**config.mk**
```make
export PLATFORM = sky130hd
export DESIGN_NAME = eth_rx_addr_filter
export DESIGN_NICKNAME = d
export VERILOG_FILES = /design/src/rtl/eth_pkg.sv /design/src/rtl/eth_addr_match.sv /design/src/rtl/eth_rx_addr_filter.sv
export SDC_FILE = /design/constraint.sdc
export NUM_CORES = 1
export LEC_CHECK = 0
export CAP_MARGIN = 20
export CORE_AREA = 10 10 91 133
export DETAILED_ROUTE_END_ITERATION = 10
export DIE_AREA = 0 0 101 143
export PLACE_DENSITY = 0.61
export SKIP_LAST_GASP = 1
export SLEW_MARGIN = 20
export SYNTH_ARGS = -nofsm -noshare
export SYNTH_HDL_FRONTEND = slang
export SYNTH_SLANG_ARGS = --single-unit
```
**constraint.sdc**
```tcl
create_clock -name clock -period 3.1 [get_ports clock]
set_input_delay 0.775 -clock clock [delete_from_list [all_inputs] [get_ports clock]]
set_output_delay 0.775 -clock clock [all_outputs]
set_load 0.1 [all_outputs]
```
**src/rtl/eth_pkg.sv**
```systemverilog
// Shared Ethernet definitions: address width, broadcast constant and the
// RX address-filter state encoding.
package eth_pkg;

  localparam int          ETH_ADDR_BYTES = 6;
  localparam logic [47:0] ETH_BCAST_ADDR = 48'hFFFF_FFFF_FFFF;

  typedef enum logic [1:0] {
    HDR  = 2'd0,
    EMIT = 2'd1,
    PASS = 2'd2,
    DROP = 2'd3
  } filt_state_e;

endpackage

```
**src/rtl/eth_addr_match.sv**
```systemverilog
// Combinational destination-address compare: unicast to mac_addr, broadcast,
// or any group address when accept_mcast is set.
module eth_addr_match
  import eth_pkg::*;
(
  input  logic [8*ETH_ADDR_BYTES-1:0] hdr_addr,
  input  logic [8*ETH_ADDR_BYTES-1:0] mac_addr,
  input  logic                        accept_mcast,
  output logic                        match
);

  // The group bit is bit 0 of the first byte on the wire.
  logic group_addr;
  assign group_addr = hdr_addr[8*ETH_ADDR_BYTES-8];

  assign match = (hdr_addr == mac_addr) ||
                 (hdr_addr == ETH_BCAST_ADDR) ||
                 (accept_mcast && group_addr);

endmodule

```
**src/rtl/eth_rx_addr_filter.sv**
```systemverilog
// RX destination-address filter: buffers the DA, then forwards or silently drops
// the frame. Define ETH_RX_ADDR_FILTER_STATS_EN to add saturating stat counters.
// Streams use AXI-Stream valid/ready: a beat moves on a clock edge where valid
// and ready are both high; a raised valid holds its beat until that handshake.
module eth_rx_addr_filter
  import eth_pkg::*;
#(
  parameter int HDR_BYTES = ETH_ADDR_BYTES,
  parameter bit RUNT_DROP = 1'b1
) (
  input  logic        clock,
  input  logic        reset,
  input  logic [7:0]  s_axis_tdata,
  input  logic        s_axis_tvalid,
  output logic        s_axis_tready,
  input  logic        s_axis_tlast,
  input  logic        s_axis_tuser,
  output logic [7:0]  m_axis_tdata,
  output logic        m_axis_tvalid,
  input  logic        m_axis_tready,
  output logic        m_axis_tlast,
  output logic        m_axis_tuser,
  input  logic [47:0] mac_addr,
  input  logic        promisc,
  input  logic        accept_mcast,
  output logic        drop_pulse,
  output filt_state_e dbg_state
`ifdef ETH_RX_ADDR_FILTER_STATS_EN
  ,
  output logic [31:0] stat_accepted,
  output logic [31:0] stat_dropped,
  output logic [15:0] stat_runt
`endif
);

  localparam int            W        = $clog2(HDR_BYTES + 1);
  localparam logic [W-1:0]  LAST_IDX = W'(HDR_BYTES - 1);
  localparam logic [W-1:0]  HDR_CNT  = W'(HDR_BYTES);

  filt_state_e state_q, state_d;
  logic [W-1:0] idx_q, idx_d, cnt_q, cnt_d, eidx_q, eidx_d;
  logic [7:0]   hdr_data_q [HDR_BYTES];
  logic [7:0]   hdr_data_d [HDR_BYTES];
  logic         hdr_last_q [HDR_BYTES];
  logic         hdr_last_d [HDR_BYTES];
  logic         hdr_user_q [HDR_BYTES];
  logic         hdr_user_d [HDR_BYTES];
  logic         drop_pulse_q, drop_pulse_d;
  logic [8*ETH_ADDR_BYTES-1:0] cand_addr;
  logic         addr_match, accept;

  // The last DA byte is compared straight off the bus so the decision lands
  // in the same cycle that byte is accepted.
  always_comb begin
    cand_addr = '0;
    for (int i = 0; i < HDR_BYTES - 1; i++) begin
      cand_addr[8*(HDR_BYTES-1-i) +: 8] = hdr_data_q[i];
    end
    cand_addr[7:0] = s_axis_tdata;
  end

  eth_addr_match u_match (
    .hdr_addr     (cand_addr),
    .mac_addr     (mac_addr),
    .accept_mcast (accept_mcast),
    .match        (addr_match)
  );

  assign accept = promisc || addr_match;

  always_ff @(posedge clock) begin
    if (!reset) begin
      state_q      <= HDR;
      idx_q        <= '0;
      cnt_q        <= '0;
      eidx_q       <= '0;
      drop_pulse_q <= 1'b0;
    end else begin
      state_q      <= state_d;
      idx_q        <= idx_d;
      cnt_q        <= cnt_d;
      eidx_q       <= eidx_d;
      drop_pulse_q <= drop_pulse_d;
    end
  end

  always_ff @(posedge clock) begin
    hdr_data_q <= hdr_data_d;
    hdr_last_q <= hdr_last_d;
    hdr_user_q <= hdr_user_d;
  end

  always_comb begin
    state_d      = state_q;
    idx_d        = idx_q;
    cnt_d        = cnt_q;
    eidx_d       = eidx_q;
    hdr_data_d   = hdr_data_q;
    hdr_last_d   = hdr_last_q;
    hdr_user_d   = hdr_user_q;
    drop_pulse_d = 1'b0;
    case (state_q)
      HDR: begin
        if (s_axis_tvalid) begin
          hdr_data_d[idx_q] = s_axis_tdata;
          hdr_last_d[idx_q] = s_axis_tlast;
          hdr_user_d[idx_q] = s_axis_tuser;
          eidx_d = '0;
          if (idx_q == LAST_IDX) begin
            idx_d = '0;
            if (accept) begin
              state_d = EMIT;
              cnt_d   = HDR_CNT;
            end else if (s_axis_tlast) begin
              drop_pulse_d = 1'b1;
            end else begin
              state_d = DROP;
            end
          end else if (s_axis_tlast) begin
            idx_d = '0;
            if (RUNT_DROP) begin
              drop_pulse_d = 1'b1;
            end else begin
              state_d = EMIT;
              cnt_d   = idx_q + W'(1);
            end
          end else begin
            idx_d = idx_q + W'(1);
          end
        end
      end
      EMIT: begin
        if (m_axis_tready) begin
          if (eidx_q == cnt_q - W'(1)) begin
            state_d = hdr_last_q[eidx_q] ? HDR : PASS;
          end else begin
            eidx_d = eidx_q + W'(1);
          end
        end
      end
      PASS: begin
        if (s_axis_tvalid && m_axis_tready && s_axis_tlast) begin
          state_d = HDR;
        end
      end
      DROP: begin
        if (s_axis_tvalid && s_axis_tlast) begin
          drop_pulse_d = 1'b1;
          state_d      = HDR;
        end
      end
      default: state_d = HDR;
    endcase
  end

  always_comb begin
    s_axis_tready = 1'b0;
    m_axis_tvalid = 1'b0;
    m_axis_tdata  = '0;
    m_axis_tlast  = 1'b0;
    m_axis_tuser  = 1'b0;
    if (reset) begin
      case (state_q)
        HDR, DROP: s_axis_tready = 1'b1;
        EMIT: begin
          m_axis_tvalid = 1'b1;
          m_axis_tdata  = hdr_data_q[eidx_q];
          m_axis_tlast  = hdr_last_q[eidx_q];
          m_axis_tuser  = hdr_last_q[eidx_q] && hdr_user_q[eidx_q];
        end
        PASS: begin
          s_axis_tready = m_axis_tready;
          m_axis_tvalid = s_axis_tvalid;
          m_axis_tdata  = s_axis_tdata;
          m_axis_tlast  = s_axis_tlast;
          m_axis_tuser  = s_axis_tuser;
        end
        default: s_axis_tready = 1'b0;
      endcase
    end
  end

  assign drop_pulse = drop_pulse_q;
  assign dbg_state  = state_q;

`ifdef ETH_RX_ADDR_FILTER_STATS_EN
  logic        accept_evt, runt_evt;
  logic [31:0] stat_acc_q, stat_acc_d, stat_drop_q, stat_drop_d;
  logic [15:0] stat_runt_q, stat_runt_d;

  assign accept_evt = (state_q == HDR) && (state_d == EMIT);
  assign runt_evt   = (state_q == HDR) && s_axis_tvalid && s_axis_tlast &&
                      (idx_q != LAST_IDX);

  always_comb begin
    stat_acc_d  = (accept_evt && stat_acc_q != '1) ? stat_acc_q + 32'd1 : stat_acc_q;
    stat_drop_d = (drop_pulse_d && stat_drop_q != '1) ? stat_drop_q + 32'd1 : stat_drop_q;
    stat_runt_d = (runt_evt && stat_runt_q != '1) ? stat_runt_q + 16'd1 : stat_runt_q;
  end

  always_ff @(posedge clock) begin
    if (!reset) begin
      stat_acc_q  <= '0;
      stat_drop_q <= '0;
      stat_runt_q <= '0;
    end else begin
      stat_acc_q  <= stat_acc_d;
      stat_drop_q <= stat_drop_d;
      stat_runt_q <= stat_runt_d;
    end
  end

  assign stat_accepted = stat_acc_q;
  assign stat_dropped  = stat_drop_q;
  assign stat_runt     = stat_runt_q;
`endif

endmodule

```
Word level (Yosys, flattened, before mapping)
Index checks and enable logic that the tools add are counted.
- output and inout bits: 15
- word-level logic and storage cells: 110
- register bits: 70
- eq/ne operators: 15
- $lt $le $gt $ge: 3
- add/subtract/negate cells: 3
- muxes and demuxes: 48
- reduce and logical (&&, ||, !) cells: 16
- bitwise gates (word level): 2
- operators by type and width (kind ; count):
    bitwise mux 48 bit ; 1
    == test 48 bit ; 1
    == test 48 bit (second input constant) ; 1
    two-way mux 8 bit ; 4
    binary-select mux 8 bit (select 3 bit) ; 1
    demux 8 bit (select 3 bit) ; 1
    two-way mux 2 bit ; 9
    one-hot mux 8 bit (2 select lines) ; 1
    two-way mux 3 bit ; 5
    two-way mux 1 bit ; 14
    inequality test 2 bit (second input constant) ; 7
    bitwise mux 6 bit ; 2
    one-hot mux 1 bit (2 select lines) ; 5
    greater-or-equal comparator 4 bit (second input constant) ; 2
    NOT 3 -> 4 bit ; 2
    one-hot mux 2 bit (4 select lines) ; 1
    AND reduction 4 bit ; 2
    AND reduction 7 bit ; 1
    adder 3 x 1 -> 3 bit (second input constant) ; 2
    binary-select mux 1 bit (select 3 bit) ; 2
    logical AND 1 bit ; 6
    one-hot mux 3 bit (2 select lines) ; 1
    == test 2 bit (second input constant) ; 2
    < comparator 4 x 1 -> 1 bit (second input constant) ; 1
    11 further kinds ; 13

Logic depth before layout (Yosys ltp)
Gate-level depths: netlist of run 1.
- word-level depth: 8
- depth in mapped cells: 8

Modules after synthesis
Synthesis of run 1 repeated with hierarchy kept, for this count alone.
- cell total of the unflattened synthesis: 299
- area, all modules: 3742.3 µm²
- by module, submodules not included (module ; cells each ; area each (µm²) ; times used ; sequential area each (µm²)):
    eth_rx_addr_filter ; 219 ; 3111.7 ; 1 ; 2001.9
    eth_addr_match ; 80 ; 630.6 ; 1 ; 0.0

Worst setup path before layout of run 1
Ideal clock, no wire load.
- path type: register to output
- start point: register state_q[1] (netlist: dbg_state[1])
- end point: output port s_axis_tready
- data required time: 2325 ps
- stages on the path, launching flop included: 6
- arrival: 4042 ps
- path slack: -1717 ps
- buffers on the path: 2
- cell sequence: dfxtp_1 > inv_1 > ha_1 > clkbuf_1 > clkbuf_1 > a211oi_1
- cells in the longest elaborated chain, start to end: 4
- elaborated cells between the ends (all ways): 6
- those cells by class: eq/ne (2); mux (2); reduce/logical (2)
- ends and longest elaborated chain (item ; RTL line ; RTL):
    from (decl) ; eth_rx_addr_filter.sv:40 ; filt_state_e state_q, state_d;
    from (signal assigned) ; eth_rx_addr_filter.sv:79 ; state_q <= state_d;
    == test 2 bit / logical NOT 2 bit (equally long branches) ; eth_rx_addr_filter.sv:163 ; case (state_q)
    OR reduction 2 bit ; eth_rx_addr_filter.sv:163 ;
    one-hot mux 1 bit (2 select lines) * ; eth_rx_addr_filter.sv:163 ;
    two-way mux 1 bit * ; eth_rx_addr_filter.sv:162 ; if (reset) begin
    to (decl) ; eth_rx_addr_filter.sv:15 ; output logic s_axis_tready,
Mark *: on every way between the ends. The rest lies on a longest branch, timed or not.

Final worst setup path of run 1
- start point: register eidx_q[0]
- end point: output port m_axis_tuser
- cells in the longest elaborated chain, start to end: 7
- elaborated cells between the ends (all ways): 10
- those cells by class: mux (8); bitwise (1); reduce/logical (1)
- ends and longest elaborated chain (item ; RTL line ; RTL):
    from (decl) ; eth_rx_addr_filter.sv:41 ; logic [W-1:0] idx_q, idx_d, cnt_q, cnt_d, eidx_q, eidx_d;
    from (signal assigned) ; eth_rx_addr_filter.sv:82 ; eidx_q <= eidx_d;
    NOT 3 -> 4 bit (implied by the code) * ; eth_rx_addr_filter.sv:169 ; m_axis_tuser = hdr_last_q[eidx_q] && hdr_user_q[eidx_q];
    binary-select mux 1 bit (select 3 bit) ; eth_rx_addr_filter.sv:169 ;
    two-way mux 1 bit (implied by the code) (2 in a row) ; eth_rx_addr_filter.sv:169 ;
    logical AND 1 bit * ; eth_rx_addr_filter.sv:169 ;
    one-hot mux 1 bit (2 select lines) * ; eth_rx_addr_filter.sv:163 ;
    two-way mux 1 bit * ; eth_rx_addr_filter.sv:162 ;
    to (decl) ; eth_rx_addr_filter.sv:22 ; output logic m_axis_tuser,
Mark *: on every way between the ends. The rest lies on a longest branch, timed or not. The select of a mux whose other input is x is not followed.

==> results of run 1 <==
cell usage after synthesis, types with 2 or more instances:
cell type / instances / share of area, %
or4_4: 3 / 0.89
nor4_1: 3 / 0.50
edfxtp_1: 60 / 48
o21ai_0: 2 / 0.26
nand2b_1: 3 / 0.50
nand4_1: 21 / 3.5
ha_1: 7 / 2.3
mux4_2: 10 / 5.9
a21oi_1: 8 / 1.1
xnor2_1: 51 / 12
o21ai_1: 12 / 1.6
nor3_1: 5 / 0.66
nor2b_1: 2 / 0.33
mux2i_1: 11 / 2.9
nand3_1: 5 / 0.66
nand2_1: 22 / 2.2
a311oi_1: 2 / 0.46
inv_1: 8 / 0.79
a221oi_1: 2 / 0.46
dfxtp_1: 10 / 5.3
nor2_1: 18 / 1.8
a22oi_1: 9 / 1.8
nor4_2: 2 / 0.66
nand4_2: 3 / 0.99
clkbuf_1: 8 / 0.79
cell families (layout without fill, tap and decap cells):
group                    Yosys count  in the layout  synth area share [%]
AO/OA/AOI/OAI                     44             44                 8.257
adder cells (fa/ha/maj)            7              7                 2.312
AND/OR/NAND/NOR                   91             91                 13.74
XOR/XNOR                          51             51                 11.79
flip-flops                        70             70                 52.84
multiplexers                      22             22                 9.148
buffers and inverters             18            125                 1.915
final cells by class:
type / count / area [µm²]
timing repair buffer: 101 / 1066
inverter: 8 / 30.03
tap: 115 / 143.9
multi-input combinational: 215 / 1821
clock buffer: 10 / 229.0
sequential: 70 / 2011
fill: 825 / 4272
clock inverter: 6 / 62.56
path summary, 6_finish.rpt:
path,slack (ns),depth (start not counted),to,startpoint
worst max-delay path,0.15,7,m_axis_tuser,eidx_q[0]$_SDFFE_PN0P_
worst min-delay path,0.49,2,cnt_q[1]$_SDFFE_PN0P_,cnt_q[1]$_SDFFE_PN0P_
worst max register to register,0.92,7,dbg_state[0]$_SDFFE_PN0P_,dbg_state[0]$_SDFFE_PN0P_
worst min register to register,0.49,2,cnt_q[1]$_SDFFE_PN0P_,cnt_q[1]$_SDFFE_PN0P_
cells in the final DEF (no fill, tap or decap), drive strengths merged, types with 8 or more instances in the layout:
cell	instances
clkdlybuf4s50	63
edfxtp	60
xnor2	51
buf	38
nand4	24
nand2	22
nor2	18
o21ai	14
mux2i	11
mux4	10
clkbuf	10
dfxtp	10
a22oi	9
inv	8
a21oi	8
per-layer routing:
layer,up-vias,GRT usage [%],part of all wire (%)
met2,107,30.93,54
met5,-,0,0
met1,1476,19.47,38
li1,1360,-,-
met4,0,6.549,1.9
met3,17,4.348,5.9
timing repair:
action / 4_1_cts / 5_1_grt
setup endpoints to repair: 0 / 1
gates resized for setup: 0 / 1
hold buffers: 0 / 0
registers in the layout, indices dropped and copies added (netlist names):
register,flops
eidx_q,3
drop_pulse,1
hdr_last_q,6
dbg_state,2
hdr_data_q,8
cnt_q,1
idx_q,3
hdr_user_q,6
cand_addr,40
power breakdown:
part	switching [W]	total [W]	leakage (nW)	internal (W)
sequential	0.0000198	0.00106	0.630	0.00105
clock	0.000390	0.00101	0.136	0.000619
combinational	0.000148	0.000320	0.981	0.000172
through the flow:
step | total power (W) | cells | cell area, µm²
after global routing | 0.002471 | 525 | 5363
final | 0.002394 | 525 | 5363
after global placement | 0.001401 | 509 | 5070
after floorplan | 0.001226 | 303 | 3890
after detailed placement | 0.001404 | 509 | 5070
after CTS | 0.002409 | 525 | 5361
critical path, stage by stage (launching register included):
cell and delay, ns:
dfxtp_1 0.33, buf_4 0.17, mux4_2 0.52, a22o_1 0.26
nand2_1 0.14, o21ai_1 0.07, nor2b_2 0.16, buf_12 0.18
==> summary.txt, run 1 <==
Rel. slew slack -> 60.83%
Input/output buffers -> 78
FP Rows -> 44
GR Overflow Total -> 0
Antenna cells -> 0
CP Class -> register to output port
Clock Latency Late Sink -> 0.34 ns
Vias -> 2,960
Lkg Pwr -> 1.747 nW
RSZ-0062 raised after global routing -> no
Post-DP HPWL -> 9648 µm
Final setup fails -> 0
Syn avg cell area -> 12.50 µm²
Largest net degree at the start of global routing -> 18
Vias per Instance -> 5.638
Initial Util -> 39.32%
H-tree depth -> 3
Clock sinks -> 70
Clock Skew -> 0.008043 ns
Worst-Margin Slew -> 0.5875 ns
Final Core Density -> 55.66%
Initial antenna violation count -> 0
DRT Wirelength -> 12,140 µm
Post-Synthesis Cell Area -> 0.003789 mm²
Post-synth top flop -> edfxtp_1
Final WS setup -> 0.1459 ns
Placeable Area -> 0.009634 mm²
Hold Path Class -> register to register
Peak VDD IR -> 277.2 µV
Number of global-route vias before repair -> 3,175
Routed Antenna Nets -> 0
Final Cycle Share -> 95.29%
Yosys reg bits -> 70
Fmax -> 338.5 MHz
Worst Setup Start Kind -> register
Worst Path Max Fanout -> 6
CP endpoint kind -> output port
Post-synth EDFFs -> 60
CP Data Arrival Time -> 2.18 ns
DRC Markers -> 0
Initial DRC Count -> 189
Synth-to-Final Area Change -> 41.55%
Root Driver -> clkbuf_16
Final hold slack -> 0.4907 ns
Post-CTS Setup Repair Bufs -> 0
DRT Pass-1 Iters -> 4
Share of layout cells above drive strength 1 -> 22.68%
Register clock-pin slew on the reported worst setup and hold paths -> 0.06 ns
Clock buffer depth -> 2
Run status -> finished clean
TritonCTS buffer count -> 9
Yosys Warn Count -> 0
Die width -> 101 µm
Final hold viol count -> 0
Final nets -> 476
Seq/Total Area, Yosys -> 52.84%
CTS tree -> built
First-pass GRT wire length -> 18,920 µm
Setup TNS -> 0 ns
Asr flop ratio synth -> 0%
Max-slew violation count -> 0
Mapped Nets -> 374
WP data required -> 2.32 ns
Final critical-path required period -> 2.954 ns
MaxCap Viol Count -> 0
# IOs -> 79
Die area -> 0.01444 mm²
Yosys cell types -> 41
GPL Wtd Cong -> 0.8978
Tot GR Track Use -> 17.46%
Avg WL per Cell -> 23.11 µm
Chip height -> 143 µm
Synth Instances -> 303
Post-Place Setup Slack -> 0.1719 ns
Power per cell area -> 446.4 mW/mm²
Note: power is estimated with default switching activity, not from simulation.
==> run 2, diff against run 1 <==
--- a/config.mk
+++ b/config.mk
@@ -7,6 +7,7 @@
 export LEC_CHECK = 0
 export CAP_MARGIN = 20
 export CORE_AREA = 10 10 91 133
+export CTS_CLUSTER_DIAMETER = 50
 export DETAILED_ROUTE_END_ITERATION = 10
 export DIE_AREA = 0 0 101 143
 export PLACE_DENSITY = 0.61
==> results of run 2 <==
The final DEF is identical to that of run 1; final timing and power are the same.
